[config.mk]
export PLATFORM = sky130hd
export DESIGN_NAME = move_cmd_gen
export DESIGN_NICKNAME = d
export VERILOG_FILES = /design/src/rtl/move_pkg.sv /design/src/rtl/move_fifo.sv /design/src/rtl/move_cmd_gen.sv
export SDC_FILE = /design/constraint.sdc
export NUM_CORES = 1
export LEC_CHECK = 0
export BUFFER_PORTS_ARGS = -buffer_cell sky130_fd_sc_hd__buf_2
export CORE_MARGIN = 2
export CORE_UTILIZATION = 55
export CTS_CLUSTER_DIAMETER = 100
export DETAILED_ROUTE_END_ITERATION = 8
export GPL_TIMING_DRIVEN = 0
export PLACE_DENSITY = 0.77
export SYNTH_ARGS = -nofsm -noshare
export SYNTH_HDL_FRONTEND = slang
export SYNTH_SLANG_ARGS = --single-unit
[constraint.sdc]
create_clock -name i_clk -period 2.2 [get_ports i_clk]
set_input_delay 0.22 -clock i_clk [delete_from_list [all_inputs] [get_ports i_clk]]
set_output_delay 0.22 -clock i_clk [all_outputs]
set_load 0.1 [all_outputs]
[src/rtl/move_pkg.sv]
// Shared direction codes, FSM state encoding and key-vector helpers for move_cmd_gen.
// Pure declarations, no timing.
// Key vector bit order everywhere: [0]=up, [1]=down, [2]=left, [3]=right.
package move_pkg;

    // Same codes as the shortest-path dir output so player can share decode logic.
    localparam logic [2:0] DIR_NONE  = 3'd0;
    localparam logic [2:0] DIR_UP    = 3'd1;
    localparam logic [2:0] DIR_DOWN  = 3'd2;
    localparam logic [2:0] DIR_LEFT  = 3'd3;
    localparam logic [2:0] DIR_RIGHT = 3'd4;

    localparam int KEY_UP    = 0;
    localparam int KEY_DOWN  = 1;
    localparam int KEY_LEFT  = 2;
    localparam int KEY_RIGHT = 3;

    typedef enum logic [1:0] {
        ST_IDLE   = 2'd0,
        ST_DELAY  = 2'd1,
        ST_REPEAT = 2'd2
    } move_state_t;

    // Highest-priority set key (up > down > left > right), DIR_NONE if none.
    function automatic logic [2:0] prio_dir(input logic [3:0] keys);
        logic [2:0] dir;
        dir = DIR_NONE;
        if (keys[KEY_UP])          dir = DIR_UP;
        else if (keys[KEY_DOWN])   dir = DIR_DOWN;
        else if (keys[KEY_LEFT])   dir = DIR_LEFT;
        else if (keys[KEY_RIGHT])  dir = DIR_RIGHT;
        return dir;
    endfunction

    // Level of the key that corresponds to a direction code.
    function automatic logic key_of_dir(input logic [3:0] keys, input logic [2:0] dir);
        logic lvl;
        case (dir)
            DIR_UP:    lvl = keys[KEY_UP];
            DIR_DOWN:  lvl = keys[KEY_DOWN];
            DIR_LEFT:  lvl = keys[KEY_LEFT];
            DIR_RIGHT: lvl = keys[KEY_RIGHT];
            default:   lvl = 1'b0;
        endcase
        return lvl;
    endfunction

endpackage

[src/rtl/move_fifo.sv]
// Synchronous FIFO for step commands with flush and a registered drop pulse.
// Latency: a push is visible at the head the cycle after the write edge.
// Backpressure: push while full is dropped unless a pop happens in the same cycle.
// Ports: i_clk, i_rst (sync active-low), i_flush, i_push/i_push_dat, i_pop,
//        o_head_dat, o_full, o_empty, o_level, o_overflow (1-clk drop pulse).
module move_fifo #(
    parameter int WIDTH = 3,
    parameter int DEPTH = 4
) (
    input  logic                     i_clk,
    input  logic                     i_rst,
    input  logic                     i_flush,
    input  logic                     i_push,
    input  logic [WIDTH-1:0]         i_push_dat,
    input  logic                     i_pop,
    output logic [WIDTH-1:0]         o_head_dat,
    output logic                     o_full,
    output logic                     o_empty,
    output logic [$clog2(DEPTH):0]   o_level,
    output logic                     o_overflow
);

    localparam int AW = $clog2(DEPTH);
    localparam int LW = AW + 1;

    logic [WIDTH-1:0] r_mem [DEPTH];
    logic [AW-1:0]    r_wr_ptr;
    logic [AW-1:0]    r_rd_ptr;
    logic [LW-1:0]    r_level;
    logic             r_overflow;

    logic w_pop_ok;
    logic w_push_ok;
    logic w_drop;

    assign o_full   = (r_level == LW'(DEPTH));
    assign o_empty  = (r_level == '0);
    assign w_pop_ok = i_pop && !o_empty;
    // A pop in the same cycle frees the slot, so a full FIFO can still accept.
    assign w_push_ok = i_push && (!o_full || w_pop_ok);
    assign w_drop    = i_push && o_full && !w_pop_ok;

    always_ff @(posedge i_clk) begin
        if (!i_rst || i_flush) begin
            r_wr_ptr   <= '0;
            r_rd_ptr   <= '0;
            r_level    <= '0;
            r_overflow <= 1'b0;
        end else begin
            if (w_push_ok) r_wr_ptr <= r_wr_ptr + AW'(1);
            if (w_pop_ok)  r_rd_ptr <= r_rd_ptr + AW'(1);
            case ({w_push_ok, w_pop_ok})
                2'b10:   r_level <= r_level + LW'(1);
                2'b01:   r_level <= r_level - LW'(1);
                default: r_level <= r_level;
            endcase
            r_overflow <= w_drop;
        end
    end

    // Storage needs no reset: entries are only read when counted in r_level.
    always_ff @(posedge i_clk) begin
        if (i_rst && !i_flush && w_push_ok) begin
            r_mem[r_wr_ptr] <= i_push_dat;
        end
    end

    assign o_head_dat = r_mem[r_rd_ptr];
    assign o_level    = r_level;
    assign o_overflow = r_overflow;

endmodule

[src/rtl/move_cmd_gen.sv]
// Turns held direction levels into step commands (press + optional auto-repeat) queued for player.
// Latency: input rise to o_move_valid is 2 clk (one input register, one FIFO write).
// Backpressure: steps wait in the FIFO on !i_move_ready; a step arriving at a full FIFO is dropped with o_overflow.
// Build option: MOVE_AUTO_REPEAT_EN enables the DELAY/REPEAT auto-repeat FSM; undefined = one step per press.
// Ports: i_clk, i_rst (sync active-low), i_tick (rate strobe), i_up_in/i_down_in/i_left_in/i_right_in (levels),
//        i_player_alive (0 flushes and mutes), i_move_ready; o_move_valid, o_move_dir, o_fifo_level, o_overflow.
module move_cmd_gen
    import move_pkg::*;
#(
    parameter int REPEAT_DELAY  = 16,
    parameter int REPEAT_PERIOD = 4,
    parameter int FIFO_DEPTH    = 4,
    parameter int CNT_W         = 8
) (
    input  logic                          i_clk,
    input  logic                          i_rst,
    input  logic                          i_tick,
    input  logic                          i_up_in,
    input  logic                          i_down_in,
    input  logic                          i_left_in,
    input  logic                          i_right_in,
    input  logic                          i_player_alive,
    input  logic                          i_move_ready,
    output logic                          o_move_valid,
    output logic [2:0]                    o_move_dir,
    output logic [$clog2(FIFO_DEPTH):0]   o_fifo_level,
    output logic                          o_overflow
);

    logic [3:0] w_keys;
    logic [3:0] r_key_q;
    logic [3:0] r_key_qq;
    logic       r_armed;

    logic [3:0] w_rise;
    logic [2:0] w_rise_dir;
    logic       w_push;
    logic [2:0] w_push_dir;

    logic [2:0] w_head_dat;
    logic       w_empty;
    logic       w_pop;
    logic       w_unused_full;

    assign w_keys = {i_right_in, i_left_in, i_down_in, i_up_in};

    // r_armed drops while the player is dead and only re-arms once every key
    // reads released, so a key held across a death cannot fire on revival.
    always_ff @(posedge i_clk) begin
        if (!i_rst) begin
            r_key_q  <= '0;
            r_key_qq <= '0;
            r_armed  <= 1'b1;
        end else begin
            r_key_q  <= w_keys;
            r_key_qq <= r_key_q;
            if (!i_player_alive)     r_armed <= 1'b0;
            else if (r_key_q == '0)  r_armed <= 1'b1;
        end
    end

    assign w_rise     = r_key_q & ~r_key_qq & {4{r_armed && i_player_alive}};
    assign w_rise_dir = prio_dir(w_rise);

`ifdef MOVE_AUTO_REPEAT_EN
    localparam logic [CNT_W-1:0] DELAY_LAST  = CNT_W'(REPEAT_DELAY - 1);
    localparam logic [CNT_W-1:0] PERIOD_LAST = CNT_W'(REPEAT_PERIOD - 1);

    move_state_t      r_state;
    move_state_t      w_state_nxt;
    logic [CNT_W-1:0] r_cnt;
    logic [CNT_W-1:0] w_cnt_nxt;
    logic [2:0]       r_act_dir;
    logic [2:0]       w_act_nxt;
    logic [2:0]       w_held_dir;
    logic             w_act_held;
    logic             w_cnt_last;

    assign w_held_dir = prio_dir(r_key_q);
    assign w_act_held = key_of_dir(r_key_q, r_act_dir);
    assign w_cnt_last = (r_state == ST_DELAY) ? (r_cnt == DELAY_LAST) : (r_cnt == PERIOD_LAST);

    always_ff @(posedge i_clk) begin
        if (!i_rst) begin
            r_state   <= ST_IDLE;
            r_cnt     <= '0;
            r_act_dir <= DIR_NONE;
        end else begin
            r_state   <= w_state_nxt;
            r_cnt     <= w_cnt_nxt;
            r_act_dir <= w_act_nxt;
        end
    end

    always_comb begin
        w_state_nxt = r_state;
        w_cnt_nxt   = r_cnt;
        w_act_nxt   = r_act_dir;
        w_push      = 1'b0;
        w_push_dir  = r_act_dir;

        if (!i_player_alive) begin
            w_state_nxt = ST_IDLE;
            w_cnt_nxt   = '0;
            w_act_nxt   = DIR_NONE;
        end else begin
            case (r_state)
                ST_IDLE: begin
                    if (|w_rise) begin
                        w_push      = 1'b1;
                        w_push_dir  = w_rise_dir;
                        w_act_nxt   = w_rise_dir;
                        w_cnt_nxt   = '0;
                        w_state_nxt = ST_DELAY;
                    end
                end
                ST_DELAY, ST_REPEAT: begin
                    if (|w_rise) begin
                        // Newest press takes over the repeat.
                        w_push      = 1'b1;
                        w_push_dir  = w_rise_dir;
                        w_act_nxt   = w_rise_dir;
                        w_cnt_nxt   = '0;
                        w_state_nxt = ST_DELAY;
                    end else if (!w_act_held) begin
                        // Fall back to a still-held key silently; it restarts the full delay.
                        w_cnt_nxt = '0;
                        if (|r_key_q) begin
                            w_act_nxt   = w_held_dir;
                            w_state_nxt = ST_DELAY;
                        end else begin
                            w_act_nxt   = DIR_NONE;
                            w_state_nxt = ST_IDLE;
                        end
                    end else if (i_tick) begin
                        if (w_cnt_last) begin
                            w_push      = 1'b1;
                            w_cnt_nxt   = '0;
                            w_state_nxt = ST_REPEAT;
                        end else begin
                            w_cnt_nxt = r_cnt + CNT_W'(1);
                        end
                    end
                end
                default: begin
                    w_state_nxt = ST_IDLE;
                    w_cnt_nxt   = '0;
                    w_act_nxt   = DIR_NONE;
                end
            endcase
        end
    end
`else
    logic w_unused_cfg;

    // One step per accepted press; timing configuration and tick have no role here.
    assign w_push       = |w_rise;
    assign w_push_dir   = w_rise_dir;
    assign w_unused_cfg = i_tick ^ (REPEAT_DELAY != REPEAT_PERIOD) ^ (CNT_W > 1);
`endif

    assign w_pop = !w_empty && i_move_ready;

    move_fifo #(
        .WIDTH (3),
        .DEPTH (FIFO_DEPTH)
    ) u_fifo (
        .i_clk      (i_clk),
        .i_rst      (i_rst),
        .i_flush    (!i_player_alive),
        .i_push     (w_push),
        .i_push_dat (w_push_dir),
        .i_pop      (w_pop),
        .o_head_dat (w_head_dat),
        .o_full     (w_unused_full),
        .o_empty    (w_empty),
        .o_level    (o_fifo_level),
        .o_overflow (o_overflow)
    );

    assign o_move_valid = !w_empty;
    assign o_move_dir   = w_empty ? DIR_NONE : w_head_dat;

endmodule

# After elaboration in Yosys (flattened, before gate mapping)
# Memories as Yosys holds them, arrays and structs flattened. A register that Yosys moved wholly into a read port is not among the register bits.
# Index checks and enable logic that the tools add are counted.
# Widths: inputs -> output; s select.
word_totals:
  n_memories: 1
  ff_bits: 17
  out_inout_bits: 8
  ram_bits: 12
  latch_bits: 0
  inputBits: 9
  romBits: 0
mem_list:
  columns: ["name", "depth", "word_bits", "rd", "rd_ports_with_merged_regs", "write_ports", "line_no", "source"]
  rows:
  - ["u_fifo.r_mem", 4, 3, 1, 1, 1, "move_fifo.sv:26", "logic [WIDTH-1:0] r_mem [DEPTH];"]
op_classes:
  n_eq_ne: 4
  shifts: 0
  addsub: 4
  n_mul: 0
  mux: 12
  order_cmp: 0
  bitwise: 3
  n_reduce_logical: 19
  div: 0
op_table:
  columns: ["operator", "count"]
  rows:
  - ["$mux 3", 5]
  - ["$and 4x4->4", 2]
  - ["$logic_and 1x1->1", 8]
  - ["$pmux 3 s2", 1]
  - ["$logic_not 1->1", 5]
  - ["$add 2x1->2 const B", 2]
  - ["$logic_not 4->1", 1]
  - ["$mux 1", 4]
  - ["$mux 2", 2]
  - ["$not 4->4", 1]
  - ["$reduce_or 4->1", 1]
  - ["$add 3x1->3 const B", 1]
  - ["$eq 3x3->1 const B", 1]
  - ["$logic_not 3->1", 1]
  - ["$sub 3x1->3 const B", 1]
  - ["$eq 2x1->1 const B", 1]
  - ["$eq 2x2->1 const B", 1]
  - ["$logic_or 1x1->1", 2]
  - ["$ne 2x1->1 const B", 1]
  - ["$reduce_bool 2->1", 1]

# Logic depth before layout (Yosys ltp)
# Gate-level depths: netlist of run 1.
logic_depth:
  word_depth: 9
  depth_mapped: 7
  mapped_depth_nobuf: 7

# Hierarchy
# A second synthesis of run 1 with hierarchy kept.
unflattened:
  hier_cells: 125
  hier_area_um2: 1472.7
modules_own_cells:
  columns: ["module", "n_inst", "seq_area_each_um2", "cells_per_inst", "area_each_um2"]
  rows:
  - ["move_fifo", 1, 560.5, 86, 1078.5]
  - ["move_cmd_gen", 1, 180.2, 39, 394.1]

# Worst setup path after synthesis of run 1
# Ideal clock, no wire load.
synth_timing:
  path_type: "reg2out"
  start: "reg u_fifo.r_level[0] (netlist: u_fifo.o_level[0])"
  end: "out o_move_dir[0]"
  t_arrival_ns: 2.646
  stages_incl_launch_ff: 3
  path_slack_ns: -0.666
  n_path_buf: 0
  cell_sequence: "dfxtp_1 > nor3_1 > nor2b_1"
synth_between:
  elab_chain_len: 2
synth_rtl:
  columns: ["item", "line_no", "source"]
  rows:
  - ["start: declaration", "move_fifo.sv:29", "logic [LW-1:0] r_level;"]
  - ["start signal: assignment", "move_fifo.sv:53", "2'b10: r_level <= r_level + LW'(1);"]
  - ["start signal: assignment", "move_fifo.sv:54", "2'b01: r_level <= r_level - LW'(1);"]
  - ["start signal: assignment", "move_fifo.sv:55", "default: r_level <= r_level;"]
  - ["$logic_not 3->1", "move_fifo.sv:37", "assign o_empty = (r_level == '0);"]
  - ["$mux 3", "move_cmd_gen.sv:182", "assign o_move_dir = w_empty ? DIR_NONE : w_head_dat;"]
  - ["end: declaration", "move_cmd_gen.sv:25", "output logic [2:0] o_move_dir,"]
# No other way between the ends.

==> results of run 1 <==
sequential cells by signal (all words and copies together), names as in the netlist, named ones only:
name and cells:
u_fifo.r_mem 12, r_key_q 4, r_key_qq 4, u_fifo.o_level 3
u_fifo.r_rd_ptr 2, u_fifo.r_wr_ptr 2, r_armed 1, u_fifo.o_overflow 1
path summary, 6_finish.rpt:
kind	from	endpoint	slack [ps]	cells past startpoint
worst min register to register	r_key_q[2]	r_key_qq[2]	500	1
worst max-delay path	register	o_move_dir[2]	210	3
worst min-delay path	i_right_in	r_key_q[3]	90	2
worst max register to register	r_key_qq[1]	u_fifo.o_level[2]	240	7
area by class of cell:
cell class                 instances  area, µm²  area share, %
clock inverter                     1       5.00          0.343
inverter                           5       18.8           1.29
timing repair buffer              15       75.1           5.15
clock buffer                       7       45.0           3.09
tap                               28       35.0           2.40
multi-input combinational         69        531           36.4
sequential                        31        744           51.1
buffer                             1       3.75          0.258
cell usage in the layout (no fill, tap or decap), types with 2 or more instances in the layout:
cell,synthesis,routed
inv_1,5,5
and3_1,5,5
clkbuf_1,1,3
edfxtp_1,12,12
nand2_1,8,8
nor3_1,4,4
a21oi_1,2,2
nand2b_1,5,5
clkbuf_4,0,5
and2_1,9,9
nor2_1,9,9
xnor2_1,3,3
mux4_2,3,3
nor2b_2,0,3
ha_1,4,4
dfxtp_1,19,16
buf_2,0,15
dfxtp_2,0,3
power by group through the flow:
stage,Clock (mW),Combinational (mW),Sequential [mW]
floorplan,0,0.0757,0.641
detailed placement,0,0.111,0.631
global placement,0,0.108,0.630
finish,0.302,0.111,0.617
global route,0.338,0.121,0.619
CTS,0.313,0.112,0.617
cell families after synthesis:
| kind of cell | count (synthesis) | synth area share [%] |
|---|---|---|
| flip-flops | 31 | 57.6 |
| adder cells (fa/ha/maj) | 5 | 5.45 |
| buffers and inverters | 6 | 1.75 |
| AND/OR/NAND/NOR | 48 | 21.4 |
| AO/OA/AOI/OAI | 7 | 4.18 |
| multiplexers | 5 | 6.91 |
| XOR/XNOR | 4 | 2.72 |
stage by stage:
step,cells,setup slack [ps],instance area [µm²],hold WS [ps]
finish,157,215,1460,94.2
detailed placement,149,257,1410,432
CTS,157,171,1460,78.2
floorplan,106,77.4,1300,347
global placement,149,311,1410,426
global route,157,57.3,1460,79.4
routing by layer:
layer	track usage (%)	vias up	part of all wire (%)
li1	-	411	-
met1	18.3	386	41
met2	30.4	17	51
met3	8.57	8	4.8
met4	10.3	0	2.6
met5	0	-	0
worst register-to-register path, delay by kind of cell, from the launching register on:
family / cells / cell delay [ps]
fa+ha+maj: 1 / 410
flops: 1 / 310
simple gates: 5 / 840
compound gates: 1 / 320
==> metrics.txt, run 1 <==
Die Wd=52.4 µm; clock power share=29.3%; total power=1.03 mW; worst hold path class=in2reg; CTS Sinks=31; distinct cell type count of the synthesized netlist=29; CTS Hold Bufs=0; num rows=17; antenna violations before repair=0; Syn Area/Cell=12.1 µm²; cell family with most CP delay=multiplexers; outcome=finished clean; Yosys reg bits=31; number of port buffers=15; Max-Cap Viols=0; Least-Margin Pin Slew=737 ps; crit-path max cell delay=520 ps; Req. time, crit path=1980 ps; top cell type's share of synthesized area=29.6%; worst vdd ir=523 µV; Pint=0.766 mW; WL final=2010 µm; n_diodes=0; CTS HTree Levels=2; crit path buf inv count=1; crit end category=output pin; Core Util, Final=65.9%; vias in the first global route=757; Cell Pwr Density=706 nW/µm²; slowest stage cell on the critical path=mux4_2; pins over their slew limit=0; switching power=0.263 mW; Worst setup SP type=register; first-pass GRT wire length=3320 µm; Cells after Synth=106; Fin Clk Skew=12.4 ps; Layout fillers=185; Worst slew margin=50.5%; detailed placer's ending HPWL=1560 µm; largest cells by area after synthesis=dfxtp_1 30%, edfxtp_1 28%, mux4_2 5.3%; final hold violation count=0; Clk pin slew, worst setup/hold paths=90 ps; Crit path arrival time=1770 ps; Initial Util=58.1%; drt pass-1 iters=4; Wirelength per Cell=12.8 µm; Skew-Pair Late Insertion Delay=330 ps; gr usage total=18.1%; top post-synthesis cells by count=19 x dfxtp_1, 12 x edfxtp_1, 9 x and2_1, 9 x nor2_1, 8 x nand2_1; Residual DRC=0; RD Place Congestion=0.718; share of layout cells above drive strength 1=27.1%; Post-synth EDFFs=12; io pins=17; count leader, synth=dfxtp_1; grt total ovfl=0; Final Critical Period=1990 ps; Final setup violation count=0; Resize count post-CTS=0; Sw Share=25.6%; clock root cell=clkbuf_4; Cell Area, Synth=1290 µm²; LEAKAGE=0.579 nW; asr flop ratio synth=0%; Die Height=52.4 µm; final net count=142; DRT antenna net count=0; core area=2210 µm²; Fmax=504 MHz; WS Path Type=reg2out; post-route setup TNS=0 ps; sequential fraction of the synthesis area=57.6%; Yosys top cell by area=dfxtp_1; top_reg_cell synth=dfxtp_1; yosys warns=0; # Post-CTS Setup Buffers=0; largest net degree at the start of global routing=11; CTS tree=yes; Via density=5.24; cts bufs inserted=5; Logic pwr share=10.7%; worst path cell trace=mux4_2, nor2b_2, buf_2; die area=2740 µm²; Sequential Power Share=59.9%; RSZ-0062 raised after global routing=no; via count=822; Final period util=90.2%; Crit Path Max Fanout=3; synthesis-to-layout area growth=13.3%; clk buf depth=2; number of DRC markers in iteration 0=5; Mapped Nets=120
Note: power is estimated with default switching activity, not from simulation.
==> run 2, diff against run 1 <==
Settings changed: ABC_AREA set to 1, PLACE_DENSITY 0.77 to 0.76.
==> run 2 against run 1 <==
  * First-iteration DRC count rose to 2.8 times the previous value
  * Area after synthesis rose by 5.7%
  * Combinational power rose by 78%
  * Clock skew fell by 2.4 ps
  * Clock-buffer cell count did not move
  * Wire length rose by 9.9%
  * Clock power rose by 9.6%
  * Critical endpoint is now u_fifo.o_level[2]
  * Largest power group unchanged
  * Highest routed layer unchanged
==> metrics.txt, run 2 <==
Crit. Startpoint=u_fifo.o_level[0]; RSZ-0062 raised after global routing=no; number of DRC markers in iteration 0=14 (+9); die area=2890 µm² (+5.3%); top_reg_cell synth=dfxtp_1; worst vdd ir=518 µV (-0.93%); crit-path max cell delay=400 ps (-120 ps); slowest stage cell on the critical path=fa_1; Final period util=88.1% (-2.1 points); CTS tree=yes; Least-Margin Pin Slew=697 ps (-40.2 ps); final worst slack=261 ps (+46.3 ps); commonest non-fill, non-tap cell in the layout=inv_1; Post-synth EDFFs=12 (unchanged); num rows=18 (+1); Die Wd=53.7 µm (+2.6%); worst min-delay path startpoint=i_left_in; CTS Hold Bufs=0 (unchanged); Final Critical Period=1940 ps (-46.3 ps); final hold violation count=0 (unchanged); Worst slew margin=53.1% (+2.6 points); largest net degree at the start of global routing=11 (unchanged); Yosys top cell by area=dfxtp_1; antenna violations before repair=0 (unchanged); storage element area=752 µm² (+1.0%); Fin Clk Skew=9.94 ps (-2.44 ps); grt total ovfl=0 (unchanged); gr usage total=18.5% (+0.35 points); drt pass-1 iters=4 (unchanged); Skew-Pair Late Insertion Delay=320 ps (about the same); Fmax=516 MHz (+2.4%); largest cells by area after synthesis=dfxtp_1 28%, edfxtp_1 26%, inv_1 8.6%; Mapped Nets=171 (+43%); top post-synthesis cells by count=31 x inv_1, 29 x nor2_1, 22 x nand2_1, 19 x dfxtp_1, 12 x edfxtp_1; Layout fillers=225 (+22%); outcome=finished clean; # Post-CTS Setup Buffers=0 (unchanged); CTS Sinks=31 (unchanged); placed cell area=1520 µm² (+8.0%); Residual DRC=0 (unchanged); Cell Area, Synth=1360 µm² (+5.7%); first-pass GRT wire length=3680 µm (+11%); number of port buffers=14 (-1); yosys warns=0 (unchanged); FF-to-FF setup slack=260 ps (+20 ps); DRT antenna net count=0 (unchanged); post-route setup TNS=0 ps (unchanged); worst reg2reg startpoint=u_fifo.o_level[0]; Yosys reg bits=31 (unchanged); Die Height=53.7 µm (+2.6%); cell area after layout=1580 µm² (+8.4%); via count=1,018 (+24%); pins over their slew limit=0 (unchanged); Wirelength per Cell=10.6 µm (-17%); vias in the first global route=917 (+21%); asr flop ratio synth=0% (unchanged); clk buf depth=2 (unchanged); crit end category=register; Via density=4.87 (-7.0%); worst hold path class=in2reg; Cell Pwr Density=728 nW/µm² (+3.1%); Req. time, crit path=2420 ps (+440 ps); Crit path arrival time=2160 ps (+390 ps); cts bufs inserted=5 (unchanged); max reg flops=12 (unchanged); Crit Path Max Fanout=5 (+2); RD Place Congestion=0.753 (+4.9%); Max-Cap Viols=0 (unchanged); Worst setup SP type=register; Cells after Synth=157 (+48%); final net count=192 (+35%); Resize count post-CTS=0 (unchanged); detailed placer's ending HPWL=1710 µm (+9.0%); top cell type's share of synthesized area=28.0% (-1.6 points); Largest Register=u_fifo.r_mem; Clk pin slew, worst setup/hold paths=90 ps (about the same); clock root cell=clkbuf_4; Initial Util=56.4% (-1.7 points); LEAKAGE=0.731 nW (+26%); distinct cell type count of the synthesized netlist=20 (-31%); synthesis-to-layout area growth=16.2%; WS Path Type=reg2reg; commonest cells after routing, fill and taps aside=31 x inv_1, 29 x nor2_1, 21 x nand2_1, 16 x dfxtp_1, 15 x buf_2; share of layout cells above drive strength 1=20.7% (-6.5 points); area of the multi-input gates=536 µm² (+0.94%); io pins=17 (unchanged); Regs by FF count=u_fifo.r_mem (12), r_key_q (4), r_key_qq (4); sequential fraction of the synthesis area=54.5% (-3.1 points); count leader, synth=inv_1; worst path cell trace=nor2_1, nand2_1, nand2_4, nand2_4, fa_1, inv_1, nand4_1, a21oi_1, nor2_1; Syn Area/Cell=8.66 µm² (-29%); WL final=2210 µm (+9.9%); Final setup violation count=0 (unchanged); core area=2410 µm² (+8.9%); CTS HTree Levels=2 (unchanged); n_diodes=0 (unchanged); pre-CTS setup slack=337 ps (+80.3 ps)
==> run 2: final cells by class <==
type / count / share of cell area [%]
clock buffers: 7 / 3.48
multi-input cells: 93 / 33.9
clock inverters: 1 / 0.317
well taps: 30 / 2.38
inverters: 32 / 7.60
flip-flops and latches: 31 / 47.6
repair buffers: 14 / 4.43
plain buffers: 1 / 0.317
==> run 2: kinds of logic (layout without fill, tap and decap cells) <==
group | after synthesis | after routing | synth area share [%]
flops | 31 | 31 | 54.5
buf+inv | 33 | 55 | 9.20
compound gates | 20 | 20 | 8.46
fa+ha+maj | 5 | 5 | 5.15
simple gates | 68 | 68 | 22.7
==> run 2: worst paths after layout <==
check | cells after the start | to
setup / recovery | 9 | u_fifo.o_level[2]
hold / removal | 3 | r_key_q[2]
setup reg to reg | 9 | u_fifo.o_level[2]
hold reg to reg | 2 | r_key_qq[0]
==> run 2: power breakdown <==
| part | switching [mW] | leakage [nW] | total, mW | internal, mW |
|---|---|---|---|---|
| combinational | 0.151 | 0.434 | 0.198 | 0.0472 |
| clock | 0.177 | 0.0353 | 0.331 | 0.155 |
| sequential | 0.0111 | 0.262 | 0.621 | 0.610 |
==> run 2: worst max-delay path: cells and delay by family, from the launching register on <==
| family | cells | cell delay [ps] |
|---|---|---|
| adder cells (fa/ha/maj) | 1 | 400 |
| AO/OA/AOI/OAI | 1 | 150 |
| flip-flops | 1 | 360 |
| AND/OR/NAND/NOR | 6 | 840 |
| buffers and inverters | 1 | 70 |
==> run 2: per-stage QoR <==
step / power, mW / util (%) / hold slack (ps) / std cells
floorplan: 0.797 / - / 318 / 157
global placement: 0.826 / 63.1 / 400 / 201
detailed placement: 0.834 / 63.1 / 406 / 201
CTS: 1.16 / 65.6 / 60.9 / 209
global route: 1.21 / 65.6 / 70.3 / 209
finish: 1.15 / 65.6 / 68.4 / 209
==> run 2: metal layers <==
| layer | track usage [%] | share of wire, % |
|---|---|---|
| met5 | 0 | 0 |
| met2 | 32.7 | 53 |
| met1 | 19.7 | 42 |
| met3 | 5.00 | 3.4 |
| met4 | 10.3 | 2.2 |
==> run 3, diff against run 2 <==
Settings changed: CTS_BUF_LIST set to sky130_fd_sc_hd__clkbuf_16.
==> run 3 against run 2 <==
  * Fmax grew 1.3%
  * Sequential share of layout area shrank 2.2 points
  * Via count is 0.69% higher
  * Die area unchanged
  * Critical endpoint unchanged
  * Register-to-register slack gained 20 ps
  * Largest power group is now clock
  * Clock-buffer cell count is 2 lower
  * Non-clock buffer count unchanged
  * Critical path depth did not move
==> metrics.txt, run 3 (synthesized netlist as in run 2, its figures left out) <==
number of DRC markers in iteration 0=19 (+5); largest net degree at the start of global routing=11 (unchanged); pins over their slew limit=0 (unchanged); DRT antenna net count=0 (unchanged); WS Path Type=reg2reg; Worst slew margin=55.3% (+2.1 points); io pins=17 (unchanged); placed cell area=1520 µm² (unchanged); drt pass-1 iters=4 (unchanged); n_diodes=0 (unchanged); worst hold path class=in2reg; post-route setup TNS=0 ps (unchanged); Resize count post-CTS=0 (unchanged); synthesis-to-layout area growth=21.9%; core area=2410 µm² (unchanged); Crit path arrival time=2080 ps (-80 ps); Die Wd=53.7 µm (unchanged); CTS tree=yes; switching power=0.386 mW (+14%); outcome=finished clean; clk buf depth=2 (unchanged); worst vdd ir=693 µV (+34%); first-pass GRT wire length=3760 µm (+2.1%); CTS HTree Levels=2 (unchanged); Worst setup SP type=register; RSZ-0062 raised after global routing=no; num rows=18 (unchanged); Fin Clk Skew=4.91 ps (-5.02 ps); Final setup violation count=0 (unchanged); detailed placer's ending HPWL=1710 µm (unchanged); antenna violations before repair=0 (unchanged); gr usage total=19.1% (+0.59 points); commonest non-fill, non-tap cell in the layout=inv_1; die area=2890 µm² (unchanged); Final period util=87.0% (-1.1 points); Skew-Pair Late Insertion Delay=270 ps (-50 ps); vias in the first global route=946 (+3.2%); Cell Pwr Density=877 nW/µm² (+20%); clock power share=43.4% (+15 points); Sw Share=26.5% (-2.9 points); cts bufs inserted=5 (unchanged); final hold violation count=0 (unchanged); Residual DRC=0 (unchanged); clock root cell=clkbuf_16; final net count=192 (unchanged); Pint=1.07 mW (+31%); max reg flops=12 (unchanged); share of layout cells above drive strength 1=20.7% (unchanged); # Post-CTS Setup Buffers=0 (unchanged); Sequential Power Share=42.9% (-11 points); cell area after layout=1660 µm² (+4.9%); via count=1,025 (+0.69%); Fmax=522 MHz (+1.3%); Largest Register=u_fifo.r_mem; RD Place Congestion=0.753 (unchanged); WL final=2300 µm (+4.1%); Req. time, crit path=2360 ps (-60 ps); Initial Util=56.4% (unchanged); Crit Path Max Fanout=5 (unchanged); crit end category=register; LEAKAGE=0.771 nW (+5.4%); Die Height=53.7 µm (unchanged); Max-Cap Viols=0 (unchanged); Wirelength per Cell=11.0 µm (+4.1%); Via density=4.90 (+0.69%); Least-Margin Pin Slew=665 ps (-31.8 ps); Logic pwr share=13.7% (-3.5 points); Clk pin slew, worst setup/hold paths=50 ps (-40 ps); grt total ovfl=0 (unchanged); Final Critical Period=1910 ps (-25.0 ps); Regs by FF count=u_fifo.r_mem (12), r_key_q (4), r_key_qq (4); CTS Hold Bufs=0 (unchanged); CTS Sinks=31 (unchanged); commonest cells after routing, fill and taps aside=32 x inv_1, 29 x nor2_1, 21 x nand2_1, 16 x dfxtp_1, 15 x buf_2; number of port buffers=14 (unchanged)
run 3: cell types whose count changed in the layout (fill, tap and decap cells not counted):
cell / previous run / this run
clkbuf_16: 0 / 5
clkbuf_4: 5 / 0
clkbuf_1: 1 / 0
clkbuf_8: 1 / 0
inv_1: 31 / 32
inv_2: 1 / 2
run 3: path summary, 6_finish.rpt:
path | from | end | slack, ps | depth (start not counted)
worst max-delay path | u_fifo.o_level[0] | u_fifo.o_level[2] | 290 | 9
worst min-delay path | i_right_in | r_key_q[3] | 120 | 3
worst max register to register | u_fifo.o_level[0] | u_fifo.o_level[2] | 290 | 9
worst min register to register | r_key_q[0] | r_key_qq[0] | 440 | 2
run 3: critical path: stages (launching register included):
cell	delay, ps
dfxtp_4	340
nor2_1	230
nand2_1	210
nand2_4	150
nand2_4	70
fa_1	400
inv_1	80
nand4_1	110
a21oi_1	150
nor2_1	60
run 3: cell type report:
type	count	area [µm²]
flip-flops and latches	31	752
fillers	201	752
multi-input cells	93	536
inverters	32	120
well taps	30	37.5
clock inverters	3	12.5
clock buffers	5	125
plain buffers	1	5.00
repair buffers	14	70.1
run 3: power groups by stage:
| stage | logic, mW | clock network [mW] | registers [mW] |
|---|---|---|---|
| 3_5_place_dp | 0.199 | 0 | 0.635 |
| 4_1_cts | 0.200 | 0.636 | 0.624 |
| 6_report | 0.199 | 0.630 | 0.624 |
| 2_1_floorplan | 0.140 | 0 | 0.657 |
| 5_1_grt | 0.217 | 0.665 | 0.626 |
| 3_3_place_gp | 0.192 | 0 | 0.634 |
run 3: metal layers:
metal | share of wire (%) | track usage, % | up-vias | routed length [µm]
li1 | - | - | 531 | -
met4 | 2.8 | 12.8 | 0 | 65
met3 | 3.7 | 5.00 | 8 | 85
met1 | 42 | 19.7 | 468 | 955
met2 | 52 | 33.5 | 18 | 1200
met5 | 0 | 0 | - | 0
run 3: stage by stage:
stage               instances  util [%]  hold slack, ps  total power, mW  worst slack [ps]
global placement          201      63.1             400            0.826               371
floorplan                 157         -             318            0.797              53.7
finish                    209      68.8             123             1.45               286
global route              209      68.8             141             1.51               116
CTS                       209      68.8             124             1.46               289
detailed placement        201      63.1             406            0.834               337
